`src/rtl/instruction_encoder_if.sv`:
```
// Request/response bundle for the instruction encoder: request fields in, encoded words and counters out.
// The encoder takes the slave side; the producer/consumer side takes the master side.
interface instruction_encoder_if #(
    parameter int CNT_W = 16
);
    logic             in_valid;
    logic             in_ready;
    logic [5:0]       op_sel;
    logic [4:0]       rd;
    logic [4:0]       rs1;
    logic [4:0]       rs2;
    logic [31:0]      imm;
    logic [11:0]      csr_addr;
    logic             out_valid;
    logic             out_ready;
    logic [31:0]      out_word;
    logic             out_err;
    logic [CNT_W-1:0] enc_count;
    logic [7:0]       err_count;

    modport master (
        output in_valid, op_sel, rd, rs1, rs2, imm, csr_addr, out_ready,
        input  in_ready, out_valid, out_word, out_err, enc_count, err_count
    );

    modport slave (
        input  in_valid, op_sel, rd, rs1, rs2, imm, csr_addr, out_ready,
        output in_ready, out_valid, out_word, out_err, enc_count, err_count
    );
endinterface

```
`src/rtl/instruction_encoder.sv`:
```
// Packs op select + fields into an RV32I/Zicsr/privileged word with range checks; one-cycle latency.
// 2-entry output buffer: in_ready drops only while both entries are occupied.
module instruction_encoder #(
    parameter int DEPTH = 2,
    parameter int CNT_W = 16
) (
    input  logic                  clk,
    input  logic                  rst,
    instruction_encoder_if.slave  bus
);

    typedef enum logic [3:0] {
        F_BAD, F_B, F_I, F_SH, F_R, F_S, F_CSR, F_U, F_J, F_SYS
    } fmt_t;

    typedef struct packed {
        logic        err;
        logic [31:0] word;
    } entry_t;

    localparam logic [6:0] OPC_BRANCH = 7'b1100011;
    localparam logic [6:0] OPC_OPIMM  = 7'b0010011;
    localparam logic [6:0] OPC_OP     = 7'b0110011;
    localparam logic [6:0] OPC_LOAD   = 7'b0000011;
    localparam logic [6:0] OPC_STORE  = 7'b0100011;
    localparam logic [6:0] OPC_SYSTEM = 7'b1110011;
    localparam logic [6:0] OPC_LUI    = 7'b0110111;
    localparam logic [6:0] OPC_AUIPC  = 7'b0010111;
    localparam logic [6:0] OPC_JAL    = 7'b1101111;
    localparam logic [6:0] OPC_JALR   = 7'b1100111;
    localparam logic [1:0] FULL       = 2'(DEPTH);

    fmt_t               fmt;
    logic [2:0]         f3;
    logic               alt;
    logic [6:0]         opc;
    logic [31:0]        sys_word;
    logic [31:0]        enc;
    logic               ok;
    entry_t             new_entry;

    logic signed [31:0] simm;
    logic               imm12_ok;
    logic               shamt_ok;
    logic               br_ok;
    logic               jal_ok;
    logic               upper_ok;

    logic [1:0]         count;
    entry_t             slot0;
    entry_t             slot1;
    logic [CNT_W-1:0]   enc_cnt;
    logic [7:0]         err_cnt;
    logic               push;
    logic               pop;

    assign simm     = bus.imm;
    assign imm12_ok = (simm >= -2048) && (simm <= 2047);
    assign shamt_ok = (simm >= 0) && (simm <= 31);
    assign br_ok    = (simm >= -4096) && (simm <= 4094) && !bus.imm[0];
    assign jal_ok   = (simm >= -1048576) && (simm <= 1048574) && !bus.imm[0];
    assign upper_ok = (bus.imm[11:0] == 12'd0);

    always_comb begin
        fmt      = F_BAD;
        f3       = 3'b000;
        alt      = 1'b0;
        opc      = 7'b0000000;
        sys_word = 32'h0000_0000;
        case (bus.op_sel)
            6'd0:  begin fmt = F_B;  opc = OPC_BRANCH; f3 = 3'b000; end
            6'd1:  begin fmt = F_B;  opc = OPC_BRANCH; f3 = 3'b001; end
            6'd2:  begin fmt = F_B;  opc = OPC_BRANCH; f3 = 3'b100; end
            6'd3:  begin fmt = F_B;  opc = OPC_BRANCH; f3 = 3'b101; end
            6'd4:  begin fmt = F_B;  opc = OPC_BRANCH; f3 = 3'b110; end
            6'd5:  begin fmt = F_B;  opc = OPC_BRANCH; f3 = 3'b111; end
            6'd6:  begin fmt = F_I;  opc = OPC_OPIMM;  f3 = 3'b000; end
            6'd7:  begin fmt = F_I;  opc = OPC_OPIMM;  f3 = 3'b010; end
            6'd8:  begin fmt = F_I;  opc = OPC_OPIMM;  f3 = 3'b011; end
            6'd9:  begin fmt = F_I;  opc = OPC_OPIMM;  f3 = 3'b100; end
            6'd10: begin fmt = F_I;  opc = OPC_OPIMM;  f3 = 3'b110; end
            6'd11: begin fmt = F_I;  opc = OPC_OPIMM;  f3 = 3'b111; end
            6'd12: begin fmt = F_SH; opc = OPC_OPIMM;  f3 = 3'b001; end
            6'd13: begin fmt = F_SH; opc = OPC_OPIMM;  f3 = 3'b101; end
            6'd14: begin fmt = F_SH; opc = OPC_OPIMM;  f3 = 3'b101; alt = 1'b1; end
            6'd15: begin fmt = F_R;  opc = OPC_OP;     f3 = 3'b000; end
            6'd16: begin fmt = F_R;  opc = OPC_OP;     f3 = 3'b000; alt = 1'b1; end
            6'd17: begin fmt = F_R;  opc = OPC_OP;     f3 = 3'b001; end
            6'd18: begin fmt = F_R;  opc = OPC_OP;     f3 = 3'b010; end
            6'd19: begin fmt = F_R;  opc = OPC_OP;     f3 = 3'b011; end
            6'd20: begin fmt = F_R;  opc = OPC_OP;     f3 = 3'b100; end
            6'd21: begin fmt = F_R;  opc = OPC_OP;     f3 = 3'b101; end
            6'd22: begin fmt = F_R;  opc = OPC_OP;     f3 = 3'b101; alt = 1'b1; end
            6'd23: begin fmt = F_R;  opc = OPC_OP;     f3 = 3'b110; end
            6'd24: begin fmt = F_R;  opc = OPC_OP;     f3 = 3'b111; end
            6'd25: begin fmt = F_I;  opc = OPC_LOAD;   f3 = 3'b000; end
            6'd26: begin fmt = F_I;  opc = OPC_LOAD;   f3 = 3'b001; end
            6'd27: begin fmt = F_I;  opc = OPC_LOAD;   f3 = 3'b010; end
            6'd28: begin fmt = F_I;  opc = OPC_LOAD;   f3 = 3'b100; end
            6'd29: begin fmt = F_I;  opc = OPC_LOAD;   f3 = 3'b101; end
            6'd30: begin fmt = F_S;  opc = OPC_STORE;  f3 = 3'b000; end
            6'd31: begin fmt = F_S;  opc = OPC_STORE;  f3 = 3'b001; end
            6'd32: begin fmt = F_S;  opc = OPC_STORE;  f3 = 3'b010; end
            6'd33: begin fmt = F_CSR; opc = OPC_SYSTEM; f3 = 3'b001; end
            6'd34: begin fmt = F_CSR; opc = OPC_SYSTEM; f3 = 3'b010; end
            6'd35: begin fmt = F_CSR; opc = OPC_SYSTEM; f3 = 3'b011; end
            6'd36: begin fmt = F_CSR; opc = OPC_SYSTEM; f3 = 3'b101; end
            6'd37: begin fmt = F_CSR; opc = OPC_SYSTEM; f3 = 3'b110; end
            6'd38: begin fmt = F_CSR; opc = OPC_SYSTEM; f3 = 3'b111; end
            6'd39: begin fmt = F_U;  opc = OPC_LUI;    end
            6'd40: begin fmt = F_U;  opc = OPC_AUIPC;  end
            6'd41: begin fmt = F_J;  opc = OPC_JAL;    end
            6'd42: begin fmt = F_I;  opc = OPC_JALR;   f3 = 3'b000; end
            6'd43: begin fmt = F_SYS; sys_word = 32'h0000_0073; end
            6'd44: begin fmt = F_SYS; sys_word = 32'h0010_0073; end
            6'd45: begin fmt = F_SYS; sys_word = 32'h3020_0073; end
            6'd46: begin fmt = F_SYS; sys_word = 32'h1020_0073; end
            6'd47: begin fmt = F_SYS; sys_word = 32'h1050_0073; end
            default: fmt = F_BAD;
        endcase
    end

    // CSR register and immediate forms share a layout: the rs1 slot carries zimm for the *i variants.
    always_comb begin
        ok  = 1'b0;
        enc = 32'h0000_0000;
        case (fmt)
            F_B: begin
                ok  = br_ok;
                enc = {bus.imm[12], bus.imm[10:5], bus.rs2, bus.rs1, f3,
                       bus.imm[4:1], bus.imm[11], opc};
            end
            F_I: begin
                ok  = imm12_ok;
                enc = {bus.imm[11:0], bus.rs1, f3, bus.rd, opc};
            end
            F_SH: begin
                ok  = shamt_ok;
                enc = {1'b0, alt, 5'b00000, bus.imm[4:0], bus.rs1, f3, bus.rd, opc};
            end
            F_R: begin
                ok  = 1'b1;
                enc = {1'b0, alt, 5'b00000, bus.rs2, bus.rs1, f3, bus.rd, opc};
            end
            F_S: begin
                ok  = imm12_ok;
                enc = {bus.imm[11:5], bus.rs2, bus.rs1, f3, bus.imm[4:0], opc};
            end
            F_CSR: begin
                ok  = 1'b1;
                enc = {bus.csr_addr, bus.rs1, f3, bus.rd, opc};
            end
            F_U: begin
                ok  = upper_ok;
                enc = {bus.imm[31:12], bus.rd, opc};
            end
            F_J: begin
                ok  = jal_ok;
                enc = {bus.imm[20], bus.imm[10:1], bus.imm[11], bus.imm[19:12], bus.rd, opc};
            end
            F_SYS: begin
                ok  = 1'b1;
                enc = sys_word;
            end
            default: begin
                ok  = 1'b0;
                enc = 32'h0000_0000;
            end
        endcase
        new_entry.err  = !ok;
        new_entry.word = ok ? enc : 32'h0000_0000;
    end

    assign bus.in_ready  = (count < FULL);
    assign bus.out_valid = (count != 2'd0);
    assign bus.out_word  = slot0.word;
    assign bus.out_err   = slot0.err;
    assign bus.enc_count = enc_cnt;
    assign bus.err_count = err_cnt;

    assign push = bus.in_valid && bus.in_ready;
    assign pop  = bus.out_valid && bus.out_ready;

    // slot0 is always the head; a pop shifts slot1 forward.
    always_ff @(posedge clk) begin
        if (rst) begin
            count   <= 2'd0;
            slot0   <= '0;
            slot1   <= '0;
            enc_cnt <= '0;
            err_cnt <= 8'd0;
        end else begin
            if (push) begin
                enc_cnt <= enc_cnt + CNT_W'(1);
                if (new_entry.err && (err_cnt != 8'hFF)) begin
                    err_cnt <= err_cnt + 8'd1;
                end
            end
            case ({push, pop})
                2'b10: begin
                    if (count == 2'd0) begin
                        slot0 <= new_entry;
                    end else begin
                        slot1 <= new_entry;
                    end
                    count <= count + 2'd1;
                end
                2'b01: begin
                    slot0 <= slot1;
                    count <= count - 2'd1;
                end
                2'b11: begin
                    slot0 <= new_entry;
                end
                default: begin
                end
            endcase
        end
    end

endmodule
```
`src/flat_wrapper.sv`:
```
// flat-port wrapper written by rule: the top's interface ports become plain ports
module instruction_encoder_flat 
#(
    parameter int DEPTH = 2,
    parameter int CNT_W = 16
)
  (clk, rst, bus_in_valid, bus_op_sel, bus_rd, bus_rs1, bus_rs2, bus_imm, bus_csr_addr, bus_out_ready, bus_in_ready, bus_out_valid, bus_out_word, bus_out_err, bus_enc_count, bus_err_count);
  instruction_encoder_if #(.CNT_W(CNT_W)) bus_i ();
  input  logic clk;
  input  logic rst;
  input wire logic [$bits(bus_i.in_valid)-1:0] bus_in_valid;
  input wire logic [$bits(bus_i.op_sel)-1:0] bus_op_sel;
  input wire logic [$bits(bus_i.rd)-1:0] bus_rd;
  input wire logic [$bits(bus_i.rs1)-1:0] bus_rs1;
  input wire logic [$bits(bus_i.rs2)-1:0] bus_rs2;
  input wire logic [$bits(bus_i.imm)-1:0] bus_imm;
  input wire logic [$bits(bus_i.csr_addr)-1:0] bus_csr_addr;
  input wire logic [$bits(bus_i.out_ready)-1:0] bus_out_ready;
  output wire logic [$bits(bus_i.in_ready)-1:0] bus_in_ready;
  output wire logic [$bits(bus_i.out_valid)-1:0] bus_out_valid;
  output wire logic [$bits(bus_i.out_word)-1:0] bus_out_word;
  output wire logic [$bits(bus_i.out_err)-1:0] bus_out_err;
  output wire logic [$bits(bus_i.enc_count)-1:0] bus_enc_count;
  output wire logic [$bits(bus_i.err_count)-1:0] bus_err_count;
  assign bus_i.in_valid = bus_in_valid;
  assign bus_i.op_sel = bus_op_sel;
  assign bus_i.rd = bus_rd;
  assign bus_i.rs1 = bus_rs1;
  assign bus_i.rs2 = bus_rs2;
  assign bus_i.imm = bus_imm;
  assign bus_i.csr_addr = bus_csr_addr;
  assign bus_i.out_ready = bus_out_ready;
  assign bus_in_ready = bus_i.in_ready;
  assign bus_out_valid = bus_i.out_valid;
  assign bus_out_word = bus_i.out_word;
  assign bus_out_err = bus_i.out_err;
  assign bus_enc_count = bus_i.enc_count;
  assign bus_err_count = bus_i.err_count;
  instruction_encoder #(.DEPTH(DEPTH), .CNT_W(CNT_W)) u_core (.clk(clk), .rst(rst), .bus(bus_i));
endmodule
```
`config.mk`:
```
export PLATFORM = sky130hd
export DESIGN_NAME = instruction_encoder_flat
export DESIGN_NICKNAME = d
export VERILOG_FILES = /design/src/rtl/instruction_encoder_if.sv /design/src/rtl/instruction_encoder.sv /design/src/flat_wrapper.sv
export SDC_FILE = /design/constraint.sdc
export NUM_CORES = 1
export LEC_CHECK = 0
export CORE_UTILIZATION = 50
export CTS_BUF_LIST = sky130_fd_sc_hd__clkbuf_4 sky130_fd_sc_hd__clkbuf_8
export DETAILED_ROUTE_END_ITERATION = 10
export GPL_ROUTABILITY_DRIVEN = 0
export PLACE_DENSITY = 0.81
export SLEW_MARGIN = 30
export SYNTH_ARGS = -nofsm -noshare
export SYNTH_HDL_FRONTEND = slang
export SYNTH_SLANG_ARGS = --single-unit
```
`constraint.sdc`:
```
create_clock -name clk -period 4.8 [get_ports clk]
set_input_delay 0.96 -clock clk [delete_from_list [all_inputs] [get_ports clk]]
set_output_delay 0.96 -clock clk [all_outputs]
set_load 0.01 [all_outputs]
```
==> results_tabular.tex, run 1 <==
\begin{tabular}{lr}
\hline
Metric & Value \\
\hline
\multicolumn{2}{l}{\textbf{Status}} \\
Run status & finished, final reports clean \\
\multicolumn{2}{l}{\textbf{Yosys}} \\
Unique cell type count in the Yosys netlist & 71 \\
Post-Syn Area per Cell & 7.561 µm² \\
Portion of the post-synthesis area used by sequential elements & 0.3278 \\
Post-synthesis async set-or-reset flop share & 0 \\
Post-synthesis cell count & 727 \\
Number of warnings reported in the yosys synthesis log & 0 \\
Number of synthesized flops with an enable pin & 0 \\
Syn\_nets & 800 \\
Post-synthesis cell area & 5497 µm² \\
Ys flop type & sky130\_fd\_sc\_hd\_\_dfxtp\_1 \\
Number of synthesized register bits & 90 \\
\multicolumn{2}{l}{\textbf{Drt}} \\
DRC violations left & 0 \\
Total number of vias & 5,948 \\
Antenna-violating nets left & 0 \\
Via-per-instance ratio & 6.196 \\
Wire length per cell & 17.48 µm \\
DRT Pass-1 Iters & 7 \\
DRT iter0 DRCs & 696 \\
Drt total wl & 16,780 µm \\
\multicolumn{2}{l}{\textbf{GRT}} \\
Wire length of the first global-routing pass & 27,330 µm \\
Largest net degree at the start of global routing & 65 \\
Global router's overall resource usage & 0.2992 \\
Via count of the first global-routing pass & 5,605 \\
Number of antenna violations at the first check in global routing & 0 \\
Global route total overflow & 0 \\
\multicolumn{2}{l}{\textbf{CTS}} \\
\# Post-CTS Setup Buffers & 0 \\
Clock buffers created by TritonCTS & 9 \\
Gates resized, CTS repair & 0 \\
Clock slew at reported path FFs & 110 ps \\
Clock network latency to the later pin of the worst-skew pair & 370 ps \\
CTS tree & yes \\
Number of buffers inserted by hold repair at cts & 0 \\
TritonCTS Sinks & 90 \\
Maximum count of clock buffers along a single path & 2 \\
Root buffer cell & sky130\_fd\_sc\_hd\_\_clkbuf\_8 \\
CTS HTree Levels & 3 \\
\multicolumn{2}{l}{\textbf{Hold path}} \\
Hold\_sp & u\_core.slot1[25]\$\_SDFFE\_PP0P\_ \\
Worst Hold Depth & 2 \\
Endpoint with the worst hold slack & u\_core.slot1[25]\$\_SDFFE\_PP0P\_ \\
Hold crit path type & reg2reg \\
\multicolumn{2}{l}{\textbf{Worst setup path}} \\
Maximum fanout count along the critical path & 25 \\
Minimum setup slack among reg-to-reg paths & 2460 ps \\
Crit path launch type & primary input \\
Top Family by Delay on Critical Path & buffers and inverters \\
Cell-by-cell trace of the critical path & clkdlybuf4s50\_1 > buf\_4 > a2111oi\_4 > nand3\_1 > a211o\_1 > o21ai\_0 > nor4\_4 > buf\_4 > buf\_4 > or3\_1 > a21oi\_1 \\
Reg2Reg Depth & 8 \\
Worst r2r src & u\_core.count[0]\$\_SDFFE\_PP0P\_ \\
CP most frequent cell & sky130\_fd\_sc\_hd\_\_buf\_4 \\
Cell type of the slowest stage on the worst timing path & sky130\_fd\_sc\_hd\_\_clkdlybuf4s50\_1 \\
Crit path depth & 11 \\
Crit path capture type & register \\
Buffers and inverters on the worst path & 4 \\
Worst flop-to-flop path endpoint & u\_core.bus.out\_word[28]\$\_SDFFE\_PP0P\_ \\
Arrival time at the worst endpoint & 4210 ps \\
Classification of the worst setup path & in2reg \\
Delay of the slowest critical-path stage & 650 ps \\
Required time of the critical path & 5080 ps \\
\multicolumn{2}{l}{\textbf{Die}} \\
Effective utilization at floorplan & 0.5230 \\
Vertical extent of the die & 106.8 µm \\
Top Ports & 128 \\
Full die area & 11,420 µm² \\
Standard-cell row count & 37 \\
Area of the core & 10,510 µm² \\
Die X & 106.8 µm \\
\multicolumn{2}{l}{\textbf{Pwr}} \\
Final Total Pwr & 2685 µW \\
Worst vdd ir & 0.2756 mV \\
Leakage power figure & 0.002387 µW \\
Pwr per Cell Area & 383.2 nW/µm² \\
\multicolumn{2}{l}{\textbf{Layout}} \\
Area of the multi-input gates & 3364 µm² \\
Final net count & 892 \\
Most frequent cells in the layout & 126 x sky130\_fd\_sc\_hd\_\_clkdlybuf4s50\_1, 95 x sky130\_fd\_sc\_hd\_\_a21oi\_1, 90 x sky130\_fd\_sc\_hd\_\_dfxtp\_1 \\
Most common cell after layout, fill and taps aside & sky130\_fd\_sc\_hd\_\_clkdlybuf4s50\_1 \\
Fraction of final layout cells with drive strength greater than 1 & 0.06675 \\
Post-route cell area & 7005 µm² \\
Fill cell instance count of the final layout & 891 \\
Diodes inserted & 0 \\
Relative area change from synthesis to final layout & 27.45\% \\
Sequential cell area & 1802 µm² \\
\multicolumn{2}{l}{\textbf{STA}} \\
Setup WS post-layout & 874.2 ps \\
Highest clock frequency the design can meet & 254.7 MHz \\
Ratio of final minimum period to clock period & 0.8179 \\
Final hold vios & 0 \\
Transition time of the tightest slew-check pin & 937.9 ps \\
Number of setup violations in the final report & 0 \\
Unrepaired setup endpoints after global routing & no \\
Post-layout min period & 3926 ps \\
Aggregate negative setup slack & 0 ps \\
Worst rel slew slack & 0.3728 \\
Clock skew & 15.79 ps \\
Final Max Tran Viols & 0 \\
\multicolumn{2}{l}{\textbf{Placement}} \\
Minimum setup slack after placement & 602.7 ps \\
Cell area after placement & 6787 µm² \\
HPWL after detailed placement & 12,470 µm \\
Number of buffer cells added on primary ports & 127 \\
\multicolumn{2}{l}{\textbf{Job}} \\
Max\_cap viols & 0 \\
\hline
\end{tabular}
## layer usage
| metal | vias up | wire length (µm) | global-route usage |
|---|---|---|---|
| met4 | 0 | 624 | 0.1448 |
| met5 | - | 0 | 0 |
| met1 | 2732 | 6863 | 0.3798 |
| met2 | 333 | 7886 | 0.4968 |
| met3 | 44 | 1401 | 0.04316 |
| li1 | 2839 | - | - |
## worst max-delay path by stage
stage | startpoint | slack, ps | endpoint
2_1_floorplan | bus_op_sel[3] | 1740 | u_core.bus.err_count[3]$_SDFFE_PP0P_
3_3_place_gp | bus_op_sel[5] | 610 | u_core.bus.out_word[27]$_SDFFE_PP0P_
3_5_place_dp | bus_op_sel[5] | 600 | u_core.slot1[21]$_SDFFE_PP0P_
4_1_cts | bus_op_sel[5] | 960 | u_core.slot1[8]$_SDFFE_PP0P_
5_1_grt | bus_op_sel[5] | 740 | u_core.slot1[20]$_SDFFE_PP0P_
6_report | bus_op_sel[5] | 870 | u_core.slot1[8]$_SDFFE_PP0P_
## power by group
part / switching, µW / internal, µW / leakage [µW] / total, µW
logic: 639 / 520 / 0.00154 / 1160
clock network: 301 / 256 / 0.000111 / 557
registers: 91.1 / 878 / 0.000733 / 969
total: 1030 / 1650 / 0.00239 / 2680
## final cells by class
type	instances	share of cell area
clock buffer	9	0.01768
clock inverter	7	0.01357
inverter	11	0.005894
multi-input combinational	561	0.4803
sequential	90	0.2572
tap	136	0.02429
timing repair buffer	146	0.2011
## synth_stat cells, types with 3 or more instances
cell,number,area share
sky130_fd_sc_hd__a21oi_1,96,0.087
sky130_fd_sc_hd__dfxtp_1,90,0.33
sky130_fd_sc_hd__nor2_1,77,0.053
sky130_fd_sc_hd__nand2_1,66,0.045
sky130_fd_sc_hd__or3_1,43,0.049
sky130_fd_sc_hd__clkbuf_1,36,0.025
sky130_fd_sc_hd__nor3_1,31,0.028
sky130_fd_sc_hd__nand3_1,28,0.025
sky130_fd_sc_hd__o21ai_0,19,0.017
sky130_fd_sc_hd__a211oi_1,17,0.023
sky130_fd_sc_hd__buf_2,16,0.015
sky130_fd_sc_hd__nand2b_1,14,0.016
sky130_fd_sc_hd__o31a_1,14,0.022
sky130_fd_sc_hd__xor2_1,14,0.022
sky130_fd_sc_hd__a22oi_1,12,0.016
sky130_fd_sc_hd__inv_1,10,0.0068
sky130_fd_sc_hd__nand4_1,10,0.011
sky130_fd_sc_hd__nor2b_1,10,0.011
sky130_fd_sc_hd__a222oi_1,8,0.015
sky130_fd_sc_hd__nor4_1,8,0.0091
sky130_fd_sc_hd__buf_6,7,0.014
sky130_fd_sc_hd__o22ai_1,6,0.0068
sky130_fd_sc_hd__a221oi_1,5,0.0080
sky130_fd_sc_hd__nand3b_1,5,0.0068
sky130_fd_sc_hd__a21boi_0,4,0.0055
sky130_fd_sc_hd__and2_1,4,0.0046
sky130_fd_sc_hd__buf_1,4,0.0027
sky130_fd_sc_hd__ha_1,4,0.0091
sky130_fd_sc_hd__xnor2_1,4,0.0064
sky130_fd_sc_hd__a211o_1,3,0.0048
sky130_fd_sc_hd__and3_1,3,0.0034
sky130_fd_sc_hd__o211ai_1,3,0.0041
sky130_fd_sc_hd__or4_1,3,0.0041
## flip-flops by register name, indices dropped and copies added, names as in the netlist
name / count
u_core.bus.enc_count: 16
u_core.bus.err_count: 8
u_core.bus.out_err: 1
u_core.bus.out_word: 31
u_core.count: 2
u_core.slot1: 32
## worst register-to-register path, delay by kind of cell (launching register included)
kind | cells | cell delay (ps)
and+or+nand+nor | 2 | 470
AOI/OAI and AO/OA | 3 | 890
buffers and inverters | 3 | 540
DFF | 1 | 360
## metrics by stage
step / util / hold slack (ps) / std cells
2_1_floorplan: - / 432.0 / 727
3_3_place_gp: 0.6432 / 437.7 / 943
3_5_place_dp: 0.6458 / 444.8 / 944
4_1_cts: 0.6666 / 458.5 / 960
5_1_grt: 0.6666 / 471.1 / 960
6_report: 0.6666 / 457.3 / 960
## cells by family after synthesis
group | count (synthesis) | share of synthesized area
AOI/OAI and AO/OA | 217 | 0.2654
xor gates and xnor gates | 18 | 0.02868
adders and majority gates | 4 | 0.009106
buffers and inverters | 76 | 0.06647
DFF | 90 | 0.3278
muxes | 5 | 0.009788
and+or+nand+nor | 317 | 0.2927
Power figures use the tool's default switching activity.
==> run 2, diff against run 1 <==
--- a/config.mk
+++ b/config.mk
@@ -5,11 +5,11 @@
 export SDC_FILE = /design/constraint.sdc
 export NUM_CORES = 1
 export LEC_CHECK = 0
-export CORE_UTILIZATION = 50
+export CORE_UTILIZATION = 47
 export CTS_BUF_LIST = sky130_fd_sc_hd__clkbuf_4 sky130_fd_sc_hd__clkbuf_8
 export DETAILED_ROUTE_END_ITERATION = 10
 export GPL_ROUTABILITY_DRIVEN = 0
-export PLACE_DENSITY = 0.81
+export PLACE_DENSITY = 0.8
 export SLEW_MARGIN = 30
 export SYNTH_ARGS = -nofsm -noshare
 export SYNTH_HDL_FRONTEND = slang
==> constraint.sdc (replaced) <==
create_clock -name clk -period 3.4 [get_ports clk]
set_input_delay 0.68 -clock clk [delete_from_list [all_inputs] [get_ports clk]]
set_output_delay 0.68 -clock clk [all_outputs]
set_load 0.01 [all_outputs]
==> results_tabular.tex, run 2 (synthesis results as in run 1) <==
\begin{tabular}{lr}
\hline
Metric & Value \\
\hline
\multicolumn{2}{l}{\textbf{Status}} \\
Run status & finished, final reports clean \\
\multicolumn{2}{l}{\textbf{Pwr}} \\
Power dissipated by switching net loads & 1407 µW (+37\%) \\
Switching share of total power & 0.3629 (-0.02094) \\
Proportion of power drawn by combinational gates & 0.437 (+0.005) \\
Leakage power figure & 0.002595 µW (+8.7\%) \\
Final Total Pwr & 3876 µW (+44\%) \\
Sequential cell fraction of total power & 0.355 (-0.006) \\
Share of power burned in the clock network & 0.209 (+0.002) \\
Worst vdd ir & 0.4797 mV (+74\%) \\
Internal Dissipation & 2470 µW (+49\%) \\
Pwr per Cell Area & 526.6 nW/µm² (+37\%) \\
\multicolumn{2}{l}{\textbf{GRT}} \\
Global router's overall resource usage & 0.2894 (-0.009770) \\
Largest net degree at the start of global routing & 61 (-6.2\%) \\
Via count of the first global-routing pass & 5,708 (+1.8\%) \\
Global route total overflow & 0 (unchanged) \\
Number of antenna violations at the first check in global routing & 0 (unchanged) \\
Wire length of the first global-routing pass & 27,350 µm (about the same) \\
\multicolumn{2}{l}{\textbf{STA}} \\
Ratio of final minimum period to clock period & 0.9244 \\
Clock skew & 12.38 ps (-3.413 ps) \\
Min Hold Slack & 454.5 ps (-2.803 ps) \\
Unrepaired setup endpoints after global routing & no \\
Highest clock frequency the design can meet & 318.2 MHz \\
Final Max Tran Viols & 0 (unchanged) \\
Aggregate negative setup slack & 0 ps (unchanged) \\
Transition time of the tightest slew-check pin & 721.9 ps (-216.0 ps) \\
Post-layout min period & 3143 ps \\
Worst rel slew slack & 0.5151 (+0.1423) \\
Setup WS post-layout & 257.0 ps (-617.3 ps) \\
Number of setup violations in the final report & 0 (unchanged) \\
Final hold vios & 0 (unchanged) \\
\multicolumn{2}{l}{\textbf{Die}} \\
Effective utilization at floorplan & 0.4814 (-0.04167) \\
Area of the core & 11,420 µm² (+8.7\%) \\
Top Ports & 128 (unchanged) \\
Vertical extent of the die & 110.1 µm (+3.1\%) \\
Standard-cell row count & 39 (+5.4\%) \\
Die X & 110.1 µm (+3.1\%) \\
Full die area & 12,130 µm² (+6.3\%) \\
\multicolumn{2}{l}{\textbf{CTS}} \\
CTS HTree Levels & 3 (unchanged) \\
Maximum count of clock buffers along a single path & 2 (unchanged) \\
Gates resized, CTS repair & 0 (unchanged) \\
CTS tree & yes \\
TritonCTS Sinks & 90 (unchanged) \\
Clock slew at reported path FFs & 90 ps (-20 ps) \\
Clock network latency to the later pin of the worst-skew pair & 370 ps (about the same) \\
Clock buffers created by TritonCTS & 9 (unchanged) \\
Root buffer cell & sky130\_fd\_sc\_hd\_\_clkbuf\_8 \\
Number of buffers inserted by hold repair at cts & 0 (unchanged) \\
\# Post-CTS Setup Buffers & 0 (unchanged) \\
\multicolumn{2}{l}{\textbf{Layout}} \\
Most frequent cells in the layout & 126 x sky130\_fd\_sc\_hd\_\_clkdlybuf4s50\_1, 95 x sky130\_fd\_sc\_hd\_\_a21oi\_1, 90 x sky130\_fd\_sc\_hd\_\_dfxtp\_1 \\
Relative area change from synthesis to final layout & 33.92\% \\
Most common cell after layout, fill and taps aside & sky130\_fd\_sc\_hd\_\_clkdlybuf4s50\_1 \\
Fraction of final layout cells with drive strength greater than 1 & 0.1036 (+0.03686) \\
Reg with most FFs & u\_core.slot1 \\
Utilization of the core after routing & 0.6446 (-0.02198) \\
Final net count & 927 (+3.9\%) \\
Diodes inserted & 0 (unchanged) \\
Largest register FFs & 32 (unchanged) \\
\multicolumn{2}{l}{\textbf{Hold path}} \\
Hold crit path type & reg2reg \\
\multicolumn{2}{l}{\textbf{Worst setup path}} \\
Classification of the worst setup path & in2reg \\
Maximum fanout count along the critical path & 11 (-56\%) \\
Crit path launch type & primary input \\
Arrival time at the worst endpoint & 3420 ps (-790 ps) \\
Crit path capture type & register \\
Required time of the critical path & 3680 ps (-1400 ps) \\
\multicolumn{2}{l}{\textbf{Job}} \\
Max\_cap viols & 0 (unchanged) \\
\multicolumn{2}{l}{\textbf{Drt}} \\
Wire length per cell & 17.26 µm (-1.2\%) \\
DRC violations left & 0 (unchanged) \\
Drt total wl & 17,300 µm (+3.1\%) \\
Via-per-instance ratio & 6.158 (-0.62\%) \\
DRT iter0 DRCs & 818 (+18\%) \\
Antenna-violating nets left & 0 (unchanged) \\
DRT Pass-1 Iters & 7 (unchanged) \\
Total number of vias & 6,170 (+3.7\%) \\
\multicolumn{2}{l}{\textbf{Placement}} \\
Number of buffer cells added on primary ports & 127 (unchanged) \\
Minimum setup slack after placement & -73.39 ps (-676.1 ps) \\
HPWL after detailed placement & 12,940 µm (+3.8\%) \\
\hline
\end{tabular}
run 2: layout make-up:
cell class	instances	area (µm²)
Fill cell	978	4058
Multi-Input combinational cell	561	3344
Sequential cell	90	1802
Timing Repair Buffer	181	1772
Tap cell	143	178.9
Clock buffer	11	145.1
Clock inverter	5	77.57
Inverter	11	41.29
run 2: worst max-delay path: stages:
cell and delay (ps):
sky130_fd_sc_hd__clkdlybuf4s50_1 690, sky130_fd_sc_hd__nand2b_1 180, sky130_fd_sc_hd__or3_4 420, sky130_fd_sc_hd__or3_1 370, sky130_fd_sc_hd__a21oi_2 220, sky130_fd_sc_hd__nor4_4 130
sky130_fd_sc_hd__buf_12 170, sky130_fd_sc_hd__or3_1 350, sky130_fd_sc_hd__a211oi_1 220
run 2: through the flow:
stage,area (µm²),cells
2_1_floorplan,5497,727
3_3_place_gp,7138,986
3_5_place_dp,7138,986
4_1_cts,7361,1002
5_1_grt,7361,1002
6_report,7361,1002
run 2: final timing paths:
kind,from,endpoint,slack [ps],depth (start not counted)
setup / recovery,bus_op_sel[5],u_core.bus.out_word[16]$_SDFFE_PP0P_,260,9
hold / removal,u_core.slot1[16]$_SDFFE_PP0P_,u_core.slot1[16]$_SDFFE_PP0P_,450,2
setup reg to reg,u_core.count[0]$_SDFFE_PP0P_,u_core.bus.out_word[16]$_SDFFE_PP0P_,1060,8
hold reg to reg,u_core.slot1[16]$_SDFFE_PP0P_,u_core.slot1[16]$_SDFFE_PP0P_,450,2
run 2: power groups by stage:
stage               logic (µW)  registers, µW  clock network (µW)
floorplan                  889           1430                   0
global placement          1630           1390                   0
detailed placement        1680           1400                   0
CTS                       1690           1380                 819
global route              1860           1400                 864
finish                    1690           1370                 808
run 2: routing by layer:
| layer | GRT usage | up-vias | part of all wire | wire (µm) |
|---|---|---|---|---|
| li1 | - | 2916 | - | - |
| met4 | 0.1288 | 0 | 0.038 | 654 |
| met5 | 0 | - | 0 | 0 |
| met2 | 0.4768 | 359 | 0.46 | 7965 |
| met1 | 0.3656 | 2847 | 0.42 | 7206 |
| met3 | 0.05761 | 48 | 0.085 | 1472 |
==> run 3, diff against run 2 <==
==> constraint.sdc (replaced) <==
create_clock -name clk -period 2.8 [get_ports clk]
set_input_delay 0.56 -clock clk [delete_from_list [all_inputs] [get_ports clk]]
set_output_delay 0.56 -clock clk [all_outputs]
set_load 0.01 [all_outputs]
==> results_tabular.tex, run 3 (synthesis results as in run 1) <==
\begin{tabular}{lr}
\hline
Metric & Value \\
\hline
\multicolumn{2}{l}{\textbf{Status}} \\
Run status & finished, final reports clean \\
\multicolumn{2}{l}{\textbf{STA}} \\
Unrepaired setup endpoints after global routing & no \\
Highest clock frequency the design can meet & 370.7 MHz \\
Clock skew & 11.34 ps (-1.036 ps) \\
Post-layout min period & 2698 ps \\
Aggregate negative setup slack & 0 ps (unchanged) \\
Min Hold Slack & 459.2 ps (+4.620 ps) \\
Final hold vios & 0 (unchanged) \\
Transition time of the tightest slew-check pin & 664.1 ps (-57.82 ps) \\
Ratio of final minimum period to clock period & 0.9636 \\
Worst rel slew slack & 0.5573 (+0.04216) \\
Final Max Tran Viols & 0 (unchanged) \\
Number of setup violations in the final report & 0 (unchanged) \\
\multicolumn{2}{l}{\textbf{CTS}} \\
Clock slew at reported path FFs & 100 ps (about the same) \\
Clock network latency to the later pin of the worst-skew pair & 360 ps (about the same) \\
TritonCTS Sinks & 90 (unchanged) \\
Root buffer cell & sky130\_fd\_sc\_hd\_\_clkbuf\_8 \\
CTS HTree Levels & 3 (unchanged) \\
Maximum count of clock buffers along a single path & 2 (unchanged) \\
Clock buffers created by TritonCTS & 9 (unchanged) \\
CTS tree & yes \\
\multicolumn{2}{l}{\textbf{Worst setup path}} \\
Cell type of the slowest stage on the worst timing path & sky130\_fd\_sc\_hd\_\_or4\_4 \\
Minimum setup slack among reg-to-reg paths & 640 ps (-420 ps) \\
Cell-by-cell trace of the critical path & dlygate4sd2\_1 > bufbuf\_16 > nand2\_2 > nand3\_2 > a221oi\_4 > a211oi\_4 > or4\_4 > or4\_1 > a21oi\_2 \\
Arrival time at the worst endpoint & 3000 ps (-420 ps) \\
Crit path launch type & primary input \\
Maximum fanout count along the critical path & 12 (+1) \\
Crit path capture type & register \\
Classification of the worst setup path & in2reg \\
Delay of the slowest critical-path stage & 560 ps (-130 ps) \\
Required time of the critical path & 3100 ps (-580 ps) \\
\multicolumn{2}{l}{\textbf{Layout}} \\
Area of the multi-input gates & 3507 µm² (+4.9\%) \\
Relative area change from synthesis to final layout & 48.71\% \\
Fraction of final layout cells with drive strength greater than 1 & 0.2026 (+0.09896) \\
Fill cell instance count of the final layout & 834 (-15\%) \\
Sequential cell area & 1802 µm² (unchanged) \\
Largest register FFs & 32 (unchanged) \\
Reg with most FFs & u\_core.slot1 \\
Utilization of the core after routing & 0.7159 (+0.07122) \\
Most frequent cells in the layout & 111 x sky130\_fd\_sc\_hd\_\_buf\_4, 96 x sky130\_fd\_sc\_hd\_\_clkdlybuf4s50\_1, 91 x sky130\_fd\_sc\_hd\_\_a21oi\_1 \\
Fin cells & 1,077 (+7.5\%) \\
Most common cell after layout, fill and taps aside & sky130\_fd\_sc\_hd\_\_buf\_4 \\
Final net count & 1,001 (+8.0\%) \\
\multicolumn{2}{l}{\textbf{Placement}} \\
Number of buffer cells added on primary ports & 127 (unchanged) \\
HPWL after detailed placement & 13,720 µm (+6.0\%) \\
Cell count after placement & 1,047 (+6.2\%) \\
\multicolumn{2}{l}{\textbf{GRT}} \\
Global route total overflow & 0 (unchanged) \\
Largest net degree at the start of global routing & 62 (+1.6\%) \\
Via count of the first global-routing pass & 6,018 (+5.4\%) \\
Global router's overall resource usage & 0.3108 (+0.02145) \\
Number of antenna violations at the first check in global routing & 1 (+1) \\
Wire length of the first global-routing pass & 29,390 µm (+7.4\%) \\
\multicolumn{2}{l}{\textbf{Pwr}} \\
Leakage power figure & 0.003271 µW (+26\%) \\
Pwr per Cell Area & 592.9 nW/µm² (+13\%) \\
Worst vdd ir & 0.5933 mV (+24\%) \\
Final Total Pwr & 4847 µW (+25\%) \\
\multicolumn{2}{l}{\textbf{Drt}} \\
Wire length per cell & 18.24 µm (+5.6\%) \\
Antenna-violating nets left & 0 (unchanged) \\
DRT iter0 DRCs & 757 (-7.5\%) \\
Via-per-instance ratio & 6.154 (about the same) \\
Drt total wl & 19,640 µm (+14\%) \\
DRC violations left & 0 (unchanged) \\
DRT Pass-1 Iters & 8 (+1) \\
Total number of vias & 6,628 (+7.4\%) \\
\multicolumn{2}{l}{\textbf{Die}} \\
Vertical extent of the die & 110.1 µm (unchanged) \\
Effective utilization at floorplan & 0.4814 (unchanged) \\
Standard-cell row count & 39 (unchanged) \\
Die X & 110.1 µm (unchanged) \\
Full die area & 12,130 µm² (unchanged) \\
Top Ports & 128 (unchanged) \\
Area of the core & 11,420 µm² (unchanged) \\
\multicolumn{2}{l}{\textbf{Job}} \\
Max\_cap viols & 0 (unchanged) \\
\multicolumn{2}{l}{\textbf{Hold path}} \\
Hold crit path type & reg2reg \\
\hline
\end{tabular}
-- run 3: changes by cell type in the layout (fill, tap and decap cells not counted), sizes merged --
cell,delta
buf,+73
bufbuf,+1
bufinv,-1
clkbuf,-1
clkdlybuf4s50,-30
clkinvlp,-1
diode,+1
dlygate4sd2,+2
dlymetal6s2s,+28
inv,+3
-- run 3: power by group --
part           total [µW]  internal, µW  switching (µW)
sequential           1670          1510             164
combinational        2220          1050            1170
clock                 956           451             505
-- run 3: metrics by stage --
step | instance area, µm² | setup slack, ps
after floorplan | 5497 | 141.2
after global placement | 7584 | -417.9
after detailed placement | 7584 | -537.1
after CTS | 7931 | -9.458
after global routing | 8174 | 23.84
final | 8174 | 102.1
-- run 3: critical path, delay by kind of cell --
kind | cells | cell delay, ps
and+or+nand+nor | 4 | 1300
AOI/OAI and AO/OA | 3 | 560
buffers and inverters | 2 | 580
-- run 3: routing by layer --
layer | vias to the layer above | part of all wire | track usage
met1 | 3062 | 0.40 | 0.3831
met4 | 0 | 0.042 | 0.1147
met2 | 420 | 0.48 | 0.5371
met5 | - | 0 | 0
met3 | 81 | 0.085 | 0.05938
li1 | 3065 | - | -
-- run 3: timing repair --
action | in CTS | in global routing
pin swaps | 5 | 19
hold buffers | 0 | 0
cloned | 1 | 2
setup endpoints to repair | 49 | 68
gates resized for setup | 19 | 52
buffers inserted | 5 | 5
-- run 3: layout make-up --
| class | instances | area share |
|---|---|---|
| multi-input cells | 561 | 0.4291 |
| flip-flops and latches | 90 | 0.2204 |
| inverters | 11 | 0.005051 |
| clock inverters | 6 | 0.008878 |
| diodes | 1 | 0.0003061 |
| clock buffers | 10 | 0.01684 |
| repair buffers | 255 | 0.2976 |
| well taps | 143 | 0.02189 |
-- run 3: final timing paths --
kind / startpoint / end / cells after the start
worst min register to register: u_core.slot1[22]$_SDFFE_PP0P_ / u_core.slot1[22]$_SDFFE_PP0P_ / 2
worst max-delay path: bus_op_sel[3] / u_core.bus.err_count[7]$_SDFFE_PP0P_ / 9
worst min-delay path: u_core.slot1[22]$_SDFFE_PP0P_ / u_core.slot1[22]$_SDFFE_PP0P_ / 2
worst max register to register: u_core.count[0]$_SDFFE_PP0P_ / u_core.bus.out_word[3]$_SDFFE_PP0P_ / 9
